===== config.mk =====
export PLATFORM = sky130hd
export DESIGN_NAME = spi7001_rx_monitor
export DESIGN_NICKNAME = d
export VERILOG_FILES = /design/src/rtl/spi7001_pkg.sv /design/src/rtl/sync_edge.sv /design/src/rtl/spi7001_rx_monitor.sv
export SDC_FILE = /design/constraint.sdc
export NUM_CORES = 1
export LEC_CHECK = 0
export CELL_PAD_IN_SITES_DETAIL_PLACEMENT = 0
export CELL_PAD_IN_SITES_GLOBAL_PLACEMENT = 1
export CORE_UTILIZATION = 40
export DETAILED_ROUTE_END_ITERATION = 16
export PLACE_DENSITY = 0.79
export RECOVER_POWER = 25
export SKIP_LAST_GASP = 1
export SLEW_MARGIN = 5
export SYNTH_ARGS = -nofsm -noshare
export SYNTH_HDL_FRONTEND = slang
export SYNTH_SLANG_ARGS = --single-unit

===== constraint.sdc =====
create_clock -name I_clk -period 4 [get_ports I_clk]
set_clock_uncertainty 0.2 [all_clocks]
set_input_delay 0.4 -clock I_clk [delete_from_list [all_inputs] [get_ports I_clk]]
set_output_delay 0.4 -clock I_clk [all_outputs]
set_load 0.02 [all_outputs]

===== src/rtl/spi7001_pkg.sv =====
// Shared constants and types for the SPI7001 receive monitor: LE command widths,
// FSM states, error flag positions and the scan-line encoder.
package spi7001_pkg;

    localparam logic [7:0] LE_W_DATA  = 8'd1;
    localparam logic [7:0] LE_W_VSYNC = 8'd3;

    localparam logic [7:0] WORD_BITS  = 8'd16;
    // One past the last legal index marks "frame already full".
    localparam logic [7:0] IDX_FULL   = 8'd128;

    localparam int ERR_SHORT    = 0;
    localparam int ERR_LE_WIDTH = 1;
    localparam int ERR_IDX_OVF  = 2;
    localparam int ERR_SCAN     = 3;

    localparam int EDGE_DCLK = 0;
    localparam int EDGE_LE   = 1;
    localparam int EDGE_GCLK = 2;

    typedef enum logic {
        WAIT_SYNC = 1'b0,
        RUN       = 1'b1
    } state_t;

    function automatic logic [1:0] scan_encode(input logic [3:0] scan);
        logic [1:0] line;
        case (scan)
            4'b0001: line = 2'd0;
            4'b0010: line = 2'd1;
            4'b0100: line = 2'd2;
            4'b1000: line = 2'd3;
            default: line = 2'd0;
        endcase
        return line;
    endfunction

endpackage


===== src/rtl/sync_edge.sv =====
// Two-flop synchronizer followed by one edge-detect stage; the delayed level
// and the registered rise/fall pulses are all aligned to the same cycle.
module sync_edge (
    input  logic clk,
    input  logic rst_n,
    input  logic din,
    output logic level,
    output logic rise,
    output logic fall
);

    logic meta_reg;
    logic sync_reg;
    logic dly_reg;
    logic rise_reg;
    logic fall_reg;

    always_ff @(posedge clk or negedge rst_n) begin
        if (!rst_n) begin
            meta_reg <= 1'b0;
            sync_reg <= 1'b0;
            dly_reg  <= 1'b0;
            rise_reg <= 1'b0;
            fall_reg <= 1'b0;
        end else begin
            meta_reg <= din;
            sync_reg <= meta_reg;
            dly_reg  <= sync_reg;
            rise_reg <= sync_reg & ~dly_reg;
            fall_reg <= ~sync_reg & dly_reg;
        end
    end

    assign level = dly_reg;
    assign rise  = rise_reg;
    assign fall  = fall_reg;

endmodule


===== src/rtl/spi7001_rx_monitor.sv =====
// Passive monitor of an LED-driver serial bus: decodes LE commands into grayscale
// words and vsyncs, counts GCLK per frame and raises sticky protocol error flags.
module spi7001_rx_monitor
    import spi7001_pkg::*;
(
    input  logic        I_clk,
    input  logic        I_rst_n,
    input  logic        I_dclk,
    input  logic        I_sdi,
    input  logic        I_le,
    input  logic        I_gclk,
    input  logic [3:0]  I_scan,
    input  logic        I_err_clr,
    output logic        O_word_valid,
    output logic [15:0] O_word_data,
    output logic [6:0]  O_word_idx,
    output logic [1:0]  O_word_line,
    output logic        O_vsync,
    output logic [15:0] O_gclk_cnt,
    output logic [3:0]  O_err
);

    logic [2:0] edge_in;
    logic [2:0] edge_lvl;
    logic [2:0] edge_rise;
    logic [2:0] edge_fall;

    assign edge_in[EDGE_DCLK] = I_dclk;
    assign edge_in[EDGE_LE]   = I_le;
    assign edge_in[EDGE_GCLK] = I_gclk;

    for (genvar gi = 0; gi < 3; gi++) begin : g_edge
        sync_edge u_sync (
            .clk   (I_clk),
            .rst_n (I_rst_n),
            .din   (edge_in[gi]),
            .level (edge_lvl[gi]),
            .rise  (edge_rise[gi]),
            .fall  (edge_fall[gi])
        );
    end

    logic dclk_rise;
    logic le_lvl;
    logic le_fall;
    logic gclk_rise;
    logic unused_edges;

    assign dclk_rise    = edge_rise[EDGE_DCLK];
    assign le_lvl       = edge_lvl[EDGE_LE];
    assign le_fall      = edge_fall[EDGE_LE];
    assign gclk_rise    = edge_rise[EDGE_GCLK];
    assign unused_edges = ^{edge_lvl[EDGE_DCLK], edge_lvl[EDGE_GCLK], edge_rise[EDGE_LE],
                            edge_fall[EDGE_DCLK], edge_fall[EDGE_GCLK]};

    // SDI and scan take the same three-register depth so they line up with the pulses.
    logic [4:0] data_meta_reg;
    logic [4:0] data_sync_reg;
    logic [4:0] data_dly_reg;
    logic       sdi_d;
    logic [3:0] scan_d;

    always_ff @(posedge I_clk or negedge I_rst_n) begin
        if (!I_rst_n) begin
            data_meta_reg <= '0;
            data_sync_reg <= '0;
            data_dly_reg  <= '0;
        end else begin
            data_meta_reg <= {I_scan, I_sdi};
            data_sync_reg <= data_meta_reg;
            data_dly_reg  <= data_sync_reg;
        end
    end

    assign sdi_d  = data_dly_reg[0];
    assign scan_d = data_dly_reg[4:1];

    // Shift / count stage; an LE fall snapshots everything into the cmd_* registers.
    logic [15:0] shift_reg;
    logic [15:0] shift_next;
    logic [7:0]  bit_cnt_reg;
    logic [7:0]  bit_cnt_next;
    logic [7:0]  le_width_reg;
    logic        cmd_word_reg;
    logic        cmd_vsync_reg;
    logic        cmd_bad_reg;
    logic        cmd_short_reg;
    logic [15:0] cmd_data_reg;
    logic [3:0]  cmd_scan_reg;

    always_comb begin
        shift_next   = shift_reg;
        bit_cnt_next = bit_cnt_reg;
        if (dclk_rise) begin
            shift_next = {shift_reg[14:0], sdi_d};
            if (bit_cnt_reg != 8'hFF) begin
                bit_cnt_next = bit_cnt_reg + 8'd1;
            end
        end
    end

    always_ff @(posedge I_clk or negedge I_rst_n) begin
        if (!I_rst_n) begin
            shift_reg     <= '0;
            bit_cnt_reg   <= '0;
            le_width_reg  <= '0;
            cmd_word_reg  <= 1'b0;
            cmd_vsync_reg <= 1'b0;
            cmd_bad_reg   <= 1'b0;
            cmd_short_reg <= 1'b0;
            cmd_data_reg  <= '0;
            cmd_scan_reg  <= '0;
        end else begin
            shift_reg     <= shift_next;
            cmd_word_reg  <= 1'b0;
            cmd_vsync_reg <= 1'b0;
            cmd_bad_reg   <= 1'b0;
            if (le_fall) begin
                // A coincident DCLK bit joins the word but not the LE width.
                cmd_word_reg  <= (le_width_reg == LE_W_DATA);
                cmd_vsync_reg <= (le_width_reg == LE_W_VSYNC);
                cmd_bad_reg   <= (le_width_reg != LE_W_DATA) && (le_width_reg != LE_W_VSYNC);
                cmd_data_reg  <= shift_next;
                cmd_short_reg <= (bit_cnt_next < WORD_BITS);
                cmd_scan_reg  <= scan_d;
                bit_cnt_reg   <= '0;
                le_width_reg  <= '0;
            end else begin
                bit_cnt_reg <= bit_cnt_next;
                if (dclk_rise && le_lvl && (le_width_reg != 8'hFF)) begin
                    le_width_reg <= le_width_reg + 8'd1;
                end
            end
        end
    end

    state_t state_reg;
    state_t state_next;
    logic   word_take;

    always_ff @(posedge I_clk or negedge I_rst_n) begin
        if (!I_rst_n) begin
            state_reg <= WAIT_SYNC;
        end else begin
            state_reg <= state_next;
        end
    end

    always_comb begin
        state_next = state_reg;
        word_take  = 1'b0;
        case (state_reg)
            WAIT_SYNC: if (cmd_vsync_reg) state_next = RUN;
            RUN:       word_take = cmd_word_reg;
        endcase
    end

    logic [7:0]  idx_cnt_reg;
    logic [15:0] gclk_cnt_reg;
    logic [3:0]  err_set;
    logic [3:0]  err_next;

    always_comb begin
        err_set               = '0;
        err_set[ERR_LE_WIDTH] = cmd_bad_reg;
        if (word_take) begin
            err_set[ERR_SHORT]   = cmd_short_reg;
            err_set[ERR_IDX_OVF] = (idx_cnt_reg == IDX_FULL);
            err_set[ERR_SCAN]    = !$onehot(cmd_scan_reg);
        end
        err_next = (I_err_clr ? 4'b0000 : O_err) | err_set;
    end

    always_ff @(posedge I_clk or negedge I_rst_n) begin
        if (!I_rst_n) begin
            idx_cnt_reg  <= '0;
            gclk_cnt_reg <= '0;
            O_word_valid <= 1'b0;
            O_word_data  <= '0;
            O_word_idx   <= '0;
            O_word_line  <= '0;
            O_vsync      <= 1'b0;
            O_gclk_cnt   <= '0;
            O_err        <= '0;
        end else begin
            O_word_valid <= word_take;
            O_vsync      <= cmd_vsync_reg;
            O_err        <= err_next;
            if (word_take) begin
                O_word_data <= cmd_data_reg;
                O_word_idx  <= idx_cnt_reg[7] ? 7'd127 : idx_cnt_reg[6:0];
                O_word_line <= scan_encode(cmd_scan_reg);
            end
            if (cmd_vsync_reg) begin
                idx_cnt_reg <= '0;
            end else if (word_take && (idx_cnt_reg != IDX_FULL)) begin
                idx_cnt_reg <= idx_cnt_reg + 8'd1;
            end
            // An edge landing on the vsync cycle belongs to the new frame.
            if (cmd_vsync_reg) begin
                O_gclk_cnt   <= gclk_cnt_reg;
                gclk_cnt_reg <= {15'd0, gclk_rise};
            end else if (gclk_rise && (gclk_cnt_reg != 16'hFFFF)) begin
                gclk_cnt_reg <= gclk_cnt_reg + 16'd1;
            end
        end
    end

endmodule

==> results of run 1 <==
-- final timing paths --
check | slack (ns) | start | end | cells past startpoint
min | 0.15 | data_sync_reg[3] | data_dly_reg[3] | 0
max reg2reg | 1.25 | gclk_cnt_reg[0] | gclk_cnt_reg[6] | 5
min in group asynchronous | 0.96 | I_rst_n | O_gclk_cnt[1] | 2
min reg2reg | 0.15 | data_sync_reg[3] | data_dly_reg[3] | 0
max in group asynchronous | 1.33 | I_rst_n | data_meta_reg[3] | 2
max | 1.25 | gclk_cnt_reg[0] | gclk_cnt_reg[6] | 5
-- routing by layer --
metal | track usage (%) | up-vias | wire (um)
li1 | - | 1966 | -
met1 | 19.3 | 1991 | 5070
met2 | 24.5 | 79 | 5440
met3 | 3.75 | 8 | 344
met4 | 7.42 | 0 | 125
met5 | 0 | - | 0
-- cells by family after synthesis --
group                      share of synthesized area [%]
AOI/OAI and AO/OA                                   7.55
xor gates and xnor gates                            1.27
adders and majority gates                           2.33
buffers and inverters                               2.48
DFF                                                 62.4
muxes                                               9.86
and+or+nand+nor                                     14.1
-- synth_stat cells (10+ instances only) --
| library cell | n |
|---|---|
| dfrtp_1 | 155 |
| nand2_1 | 78 |
| mux2_2 | 50 |
| nor2_1 | 28 |
| o21ai_0 | 22 |
| a21oi_1 | 20 |
| inv_1 | 19 |
| clkbuf_1 | 13 |
| nand3_1 | 12 |
| nor3_1 | 11 |
| ha_1 | 10 |
| nand4_1 | 10 |
| o31ai_1 | 10 |
-- power groups by stage --
stage | clock, mW | sequential, mW | combinational [mW]
6_report | 1.55 | 1.94 | 0.454
5_1_grt | 1.67 | 1.98 | 0.511
4_1_cts | 1.60 | 1.94 | 0.473
3_5_place_dp | 0 | 1.97 | 0.470
3_3_place_gp | 0 | 1.96 | 0.448
2_1_floorplan | 0 | 1.96 | 0.270
-- through the flow --
step,cell area (sq um),instances
global placement,6990,754
finish,7560,782
detailed placement,6990,754
CTS,7570,782
global route,7560,782
floorplan,6220,525
-- critical path: cells and delay by family, from the launching register on --
kind,cells,cell delay [ns]
AND/OR/NAND/NOR,3,1.47
flip-flops,1,0.43
multiplexers,1,0.31
adder cells (fa/ha/maj),1,0.22
-- area by class of cell --
cell class / count / share of cell area, %
clock buffer: 19 / 5.86
clock inverter: 8 / 1.64
inverter: 19 / 0.943
multi-input combinational: 330 / 29.0
sequential: 155 / 51.3
tap: 188 / 3.11
timing repair buffer: 63 / 8.17
-- timing repair --
action                    CTS  global route
hold buffers                1             0
hold endpoints to repair   88             0
resized for setup           0             0
==> results by group, run 1 <==
Drt
  • DRC viols: 0
  • WL/cell: between 10 and 15 um
  • Wirelength, routed: 11,000 um
  • Routed Antenna Nets: 0
  • First-pass iteration count of the detailed router: 4
  • Vias per inst: 5.17
  • Vias: between 4,000 and 5,000
  • Number of DRC markers in iteration 0: 296

Clock tree
  • Worst-Skew Late Latency: 0.41 ns
  • Post-CTS Setup Inserts: 0
  • H-tree Lvls: 4
  • Clk sinks: 155
  • Total CTS buffers: 17
  • Clk pin slew, worst setup/hold paths: ~0.060 ns
  • CTS tree: yes
  • Clock Path Buffers: 2
  • Root Driver: clkbuf_16

Timing
  • Final hold vios: 0
  • Fin crit share: 68.6%
  • Unrepaired setup endpoints after global routing: false
  • Worst-Margin Slew: 2.20 ns
  • Endpoints failing setup: 0
  • Slew Viols, Final: 127
  • WHS: 0.146 ns
  • Slew Limit Headroom: -46.5%
  • Min Tclk post-route: about 2.7 ns
  • TNS Setup: 0 ns
  • Fin worst setup slack: 1.25 ns
  • Peak Freq: about 360 MHz

Layout
  • Most common cell after layout, fill and taps aside: dfrtp_1
  • Util after Layout: a little under 50%
  • Share of layout cells above drive strength 1: roughly 14%
  • P&R area growth vs syn: 21.6%
  • Filler cell count: 1,318
  • Commonest cells after routing, fill and taps aside: dfrtp_1 (155), nand2_1 (78), clkdlybuf4s50_1 (47)
  • Area of the multi-input gates: 0.00219 sq mm
  • Nets@finish: roughly 600
  • FF/Latch Area: a little under 0.004 sq mm
  • Diode count: 0

Critical path
  • CP Launch Type: flip-flop
  • Worst path cell trace: ha_1 > nand4_1 > nor4_2 > nor4b_1 > mux2_2
  • Critical path class: flip-flop to flip-flop
  • Crit path DAT: 2.84 ns
  • Crit path capture type: flip-flop
  • Worst EP required: about 4.1 ns
  • Crit-path max cell delay: 1.03 ns
  • Worst path slowest cell: nor4_2
  • Max FO, Critical Path: 15

Yosys
  • Syn Inst Count: 525
  • Synth area leader: dfrtp_1
  • Synth Net Count: 547
  • Area contributors post-synth: dfrtp_1 (62%), mux2_2 (9.1%), nand2_1 (4.7%)
  • Post-Syn Area: 0.00622 sq mm
  • EDFF count, synth: 0
  • Sequential area share after synthesis: 62.4%
  • Post-synth top flop: dfrtp_1
  • Yosys warns: 0
  • Library cells used by synthesis: between 40 and 50
  • Mean Syn Cell Area: 11.8 sq um
  • Synth Register Bits: 155
  • Post-synth top area share: 62.4%
  • Asr flop ratio synth: 100%

Die
  • Die ar.: 0.0160 sq mm
  • Width of the die: 127 um
  • Row count: 45
  • Die Ht: 127 um
  • Starting density of the core: roughly two fifths
  • I/O pin cnt: 58
  • Area of the core: 0.0152 sq mm

Placement
  • GP Congestion: 0.856
  • DP HPWL: 7110 um
  • Port Buf Inserts: 57
  • Pre-CTS WS: 1.31 ns

Pwr
  • P_sw: 941 uW
  • Leak: 3.38 nW
  • Combinational share of power: 11.5%
  • Max rail drop VDD: 0.000296 V
  • Clock power frac: 39.4%
  • Pint: 3.01 mW
  • Sw Share: 23.8%
  • PD cells: between 500 and 600 mW/mm^2
  • Reg power frac: 49.1%
  • Total Power: 3.95 mW

Global routing
  • Number of global-route vias before repair: 4,124
  • Gr usage total: 15.2%
  • Largest net degree at the start of global routing: 90
  • First-pass GRT wire length: between 15,000 and 20,000 um
  • Initial antenna violation count: 0
  • GR Overflow Total: 0

Min path
  • Worst min-delay path category: flip-flop to flip-flop

Run status
  • Status: complete, but fails checks
  • Failing checks: max-capacitance violations, max-slew violations

Job
  • Maxcap violations: 2
(Power assumes the default switching activity.)
==> run 2: changes to the inputs <==
Clock period 4 ns to 2.6 ns, I/O delays scaled along.
==> run 2 against run 1 <==
Against the previous run:
- the run now ends clean
- sequential cell count unchanged
- non-clock buffer count grew 7
- highest routed layer unchanged
- worst hold slack improved by 0.00097 ns
- largest power group unchanged
- cell count is 1.4% higher
- worst setup slack got worse by 0.85 ns
- clock-buffer cell count down 2
- critical path depth increased by 1
==> results by group, run 2 (same netlist as run 1, synthesis figures left out) <==
Run status
  • Status: completed

Die
  • Starting density of the core: 40.9% (unchanged)
  • Width of the die: 127 um (unchanged)
  • Die Ht: 127 um (unchanged)
  • Area of the core: 0.0152 sq mm (unchanged)
  • I/O pin cnt: 58 (unchanged)
  • Row count: 45 (unchanged)
  • Die ar.: 0.0160 sq mm (unchanged)

Timing
  • Slew Viols, Final: 0 (-100%)
  • Fin crit share: 84.3% (+16 points)
  • Final hold vios: 0 (unchanged)
  • TNS Setup: 0 ns (unchanged)
  • Peak Freq: 456 MHz (+25%)
  • Min Tclk post-route: 2.19 ns (-0.554 ns)
  • Unrepaired setup endpoints after global routing: false
  • Worst-Margin Slew: 1.12 ns (-1.08 ns)
  • Endpoints failing setup: 0 (unchanged)
  • Slew Limit Headroom: 25.5% (+72 points)

Critical path
  • CP Launch Type: flip-flop
  • Worst flop-to-flop path startpoint: gclk_cnt_reg[0]
  • Worst EP required: 2.66 ns (-1.43 ns)
  • Crit path capture: gclk_cnt_reg[1]
  • Max FO, Critical Path: 13 (-2)
  • Crit path DAT: 2.25 ns (-0.59 ns)
  • Crit path capture type: flip-flop
  • FF-to-FF path depth: 6 (+1)
  • FF-to-FF End: gclk_cnt_reg[1]
  • Setup crit start: gclk_cnt_reg[0]
  • Critical path class: flip-flop to flip-flop
  • R2r setup slk: 0.41 ns (-0.85 ns)

Global routing
  • GR Overflow Total: 0 (unchanged)
  • GRT busiest layer: met2
  • Largest net degree at the start of global routing: 59 (-34%)
  • GR Util met2: 24.6% (+0.16 points)
  • Number of global-route vias before repair: 4,094 (-0.73%)
  • Gr usage total: 15.9% (+0.71 points)
  • Met1 usage: 20.6% (+1.4 points)
  • First-pass GRT wire length: 19,900 um (+3.7%)
  • Met3 Resource Use GR: 5.19% (+1.4 points)
  • Initial antenna violation count: 0 (unchanged)

Pwr
  • PD cells: 822 mW/mm^2 (+57%)
  • Total Power: 6.29 mW (+59%)
  • Leak: 3.42 nW (+1.2%)
  • Max rail drop VDD: 0.000477 V (+61%)

Min path
  • Hold Crit Start: data_sync_reg[0]
  • Hold depth: 0 (unchanged)
  • Worst min-delay path category: flip-flop to flip-flop

Placement
  • Port Buf Inserts: 57 (unchanged)
  • Placed Area: 0.00704 sq mm (+0.75%)
  • DP HPWL: 7610 um (+7.0%)
  • GP Congestion: 0.894 (+4.5%)

Clock tree
  • Post-CTS Setup Inserts: 0 (unchanged)
  • Root Driver: clkbuf_16
  • Post-CTS Hold Buffers: 1 (unchanged)
  • CTS tree: yes
  • Total CTS buffers: 17 (unchanged)
  • Clk pin slew, worst setup/hold paths: 0.06 ns (about the same)
  • Cts repair resizes: 0 (unchanged)
  • Clk sinks: 155 (unchanged)
  • Worst-Skew Late Latency: 0.42 ns (about the same)
  • H-tree Lvls: 4 (unchanged)
  • Clock Path Buffers: 2 (unchanged)

Layout
  • Final Cell Area: 0.00766 sq mm (+1.3%)
  • Filler cell count: 1,329 (+0.83%)
  • P&R area growth vs syn: 23.2%
  • Share of layout cells above drive strength 1: 16.4% (+2.7 points)
  • Most common cell after layout, fill and taps aside: dfrtp_1
  • Nets@finish: 615 (+1.2%)
  • Commonest cells after routing, fill and taps aside: dfrtp_1 (155), nand2_1 (78), mux2_2 (50)
  • Diode count: 0 (unchanged)

Drt
  • WL/cell: 14.5 um (+3.2%)
  • Vias: 4,162 (+2.9%)
  • Number of DRC markers in iteration 0: 284 (-4.1%)
  • First-pass iteration count of the detailed router: 4 (unchanged)
  • Vias per inst: 5.25 (+1.5%)
  • Wirelength, routed: 11,500 um (+4.7%)
  • DRC viols: 0 (unchanged)
  • Routed Antenna Nets: 0 (unchanged)

Job
  • Maxcap violations: 0 (-2)
==> run 2: power breakdown <==
group | total [mW] | internal, mW | leakage, nW | switching (mW)
clock | 2.59 | 1.60 | 0.284 | 0.991
sequential | 2.98 | 2.76 | 2.04 | 0.222
combinational | 0.720 | 0.377 | 1.10 | 0.342
total | 6.29 | 4.74 | 3.42 | 1.56
==> run 2: how the worst min path moves through the flow <==
| stage | endpoint | slack [ns] |
|---|---|---|
| after floorplan | O_err[0] | -0.24 |
| after global placement | O_gclk_cnt[3] | 0.07 |
| after detailed placement | O_gclk_cnt[1] | 0.08 |
| final | data_dly_reg[0] | 0.15 |
| after CTS | data_meta_reg[2] | 0.05 |
| after global routing | data_dly_reg[0] | 0.15 |
==> run 2: layer usage <==
layer | up-vias | part of all wire (%)
met5 | - | 0
met4 | 0 | 1.8
met3 | 19 | 3.5
met2 | 79 | 48
met1 | 2079 | 47
li1 | 1985 | -
==> run 2: critical path: stages (launching register included) <==
cell and delay, ns:
dfrtp_1 0.41, ha_1 0.22, nand4_1 0.30, nor4_2 0.47, buf_4 0.25, nand3b_1 0.12, a21oi_1 0.06
==> run 2: through the flow <==
stage               std cells  utilization (%)  hold slack [ns]  setup WS (ns)
global placement          761             46.3           0.0724          0.513
detailed placement        761             46.3           0.0760          0.432
global route              793             50.4            0.150          0.148
finish                    793             50.4            0.147          0.409
floorplan                 525                -           -0.236          0.614
CTS                       793             50.5           0.0523          0.418
==> run 2: area by class of cell <==
class | count | area [sq um] | share of cell area, %
Sequential cell | 155 | 3880 | 50.7
Tap cell | 188 | 235 | 3.07
Clock buffer | 17 | 425 | 5.56
Multi-Input combinational cell | 330 | 2180 | 28.5
Inverter | 19 | 71.3 | 0.931
Timing Repair Buffer | 70 | 666 | 8.69
Clock inverter | 14 | 196 | 2.57
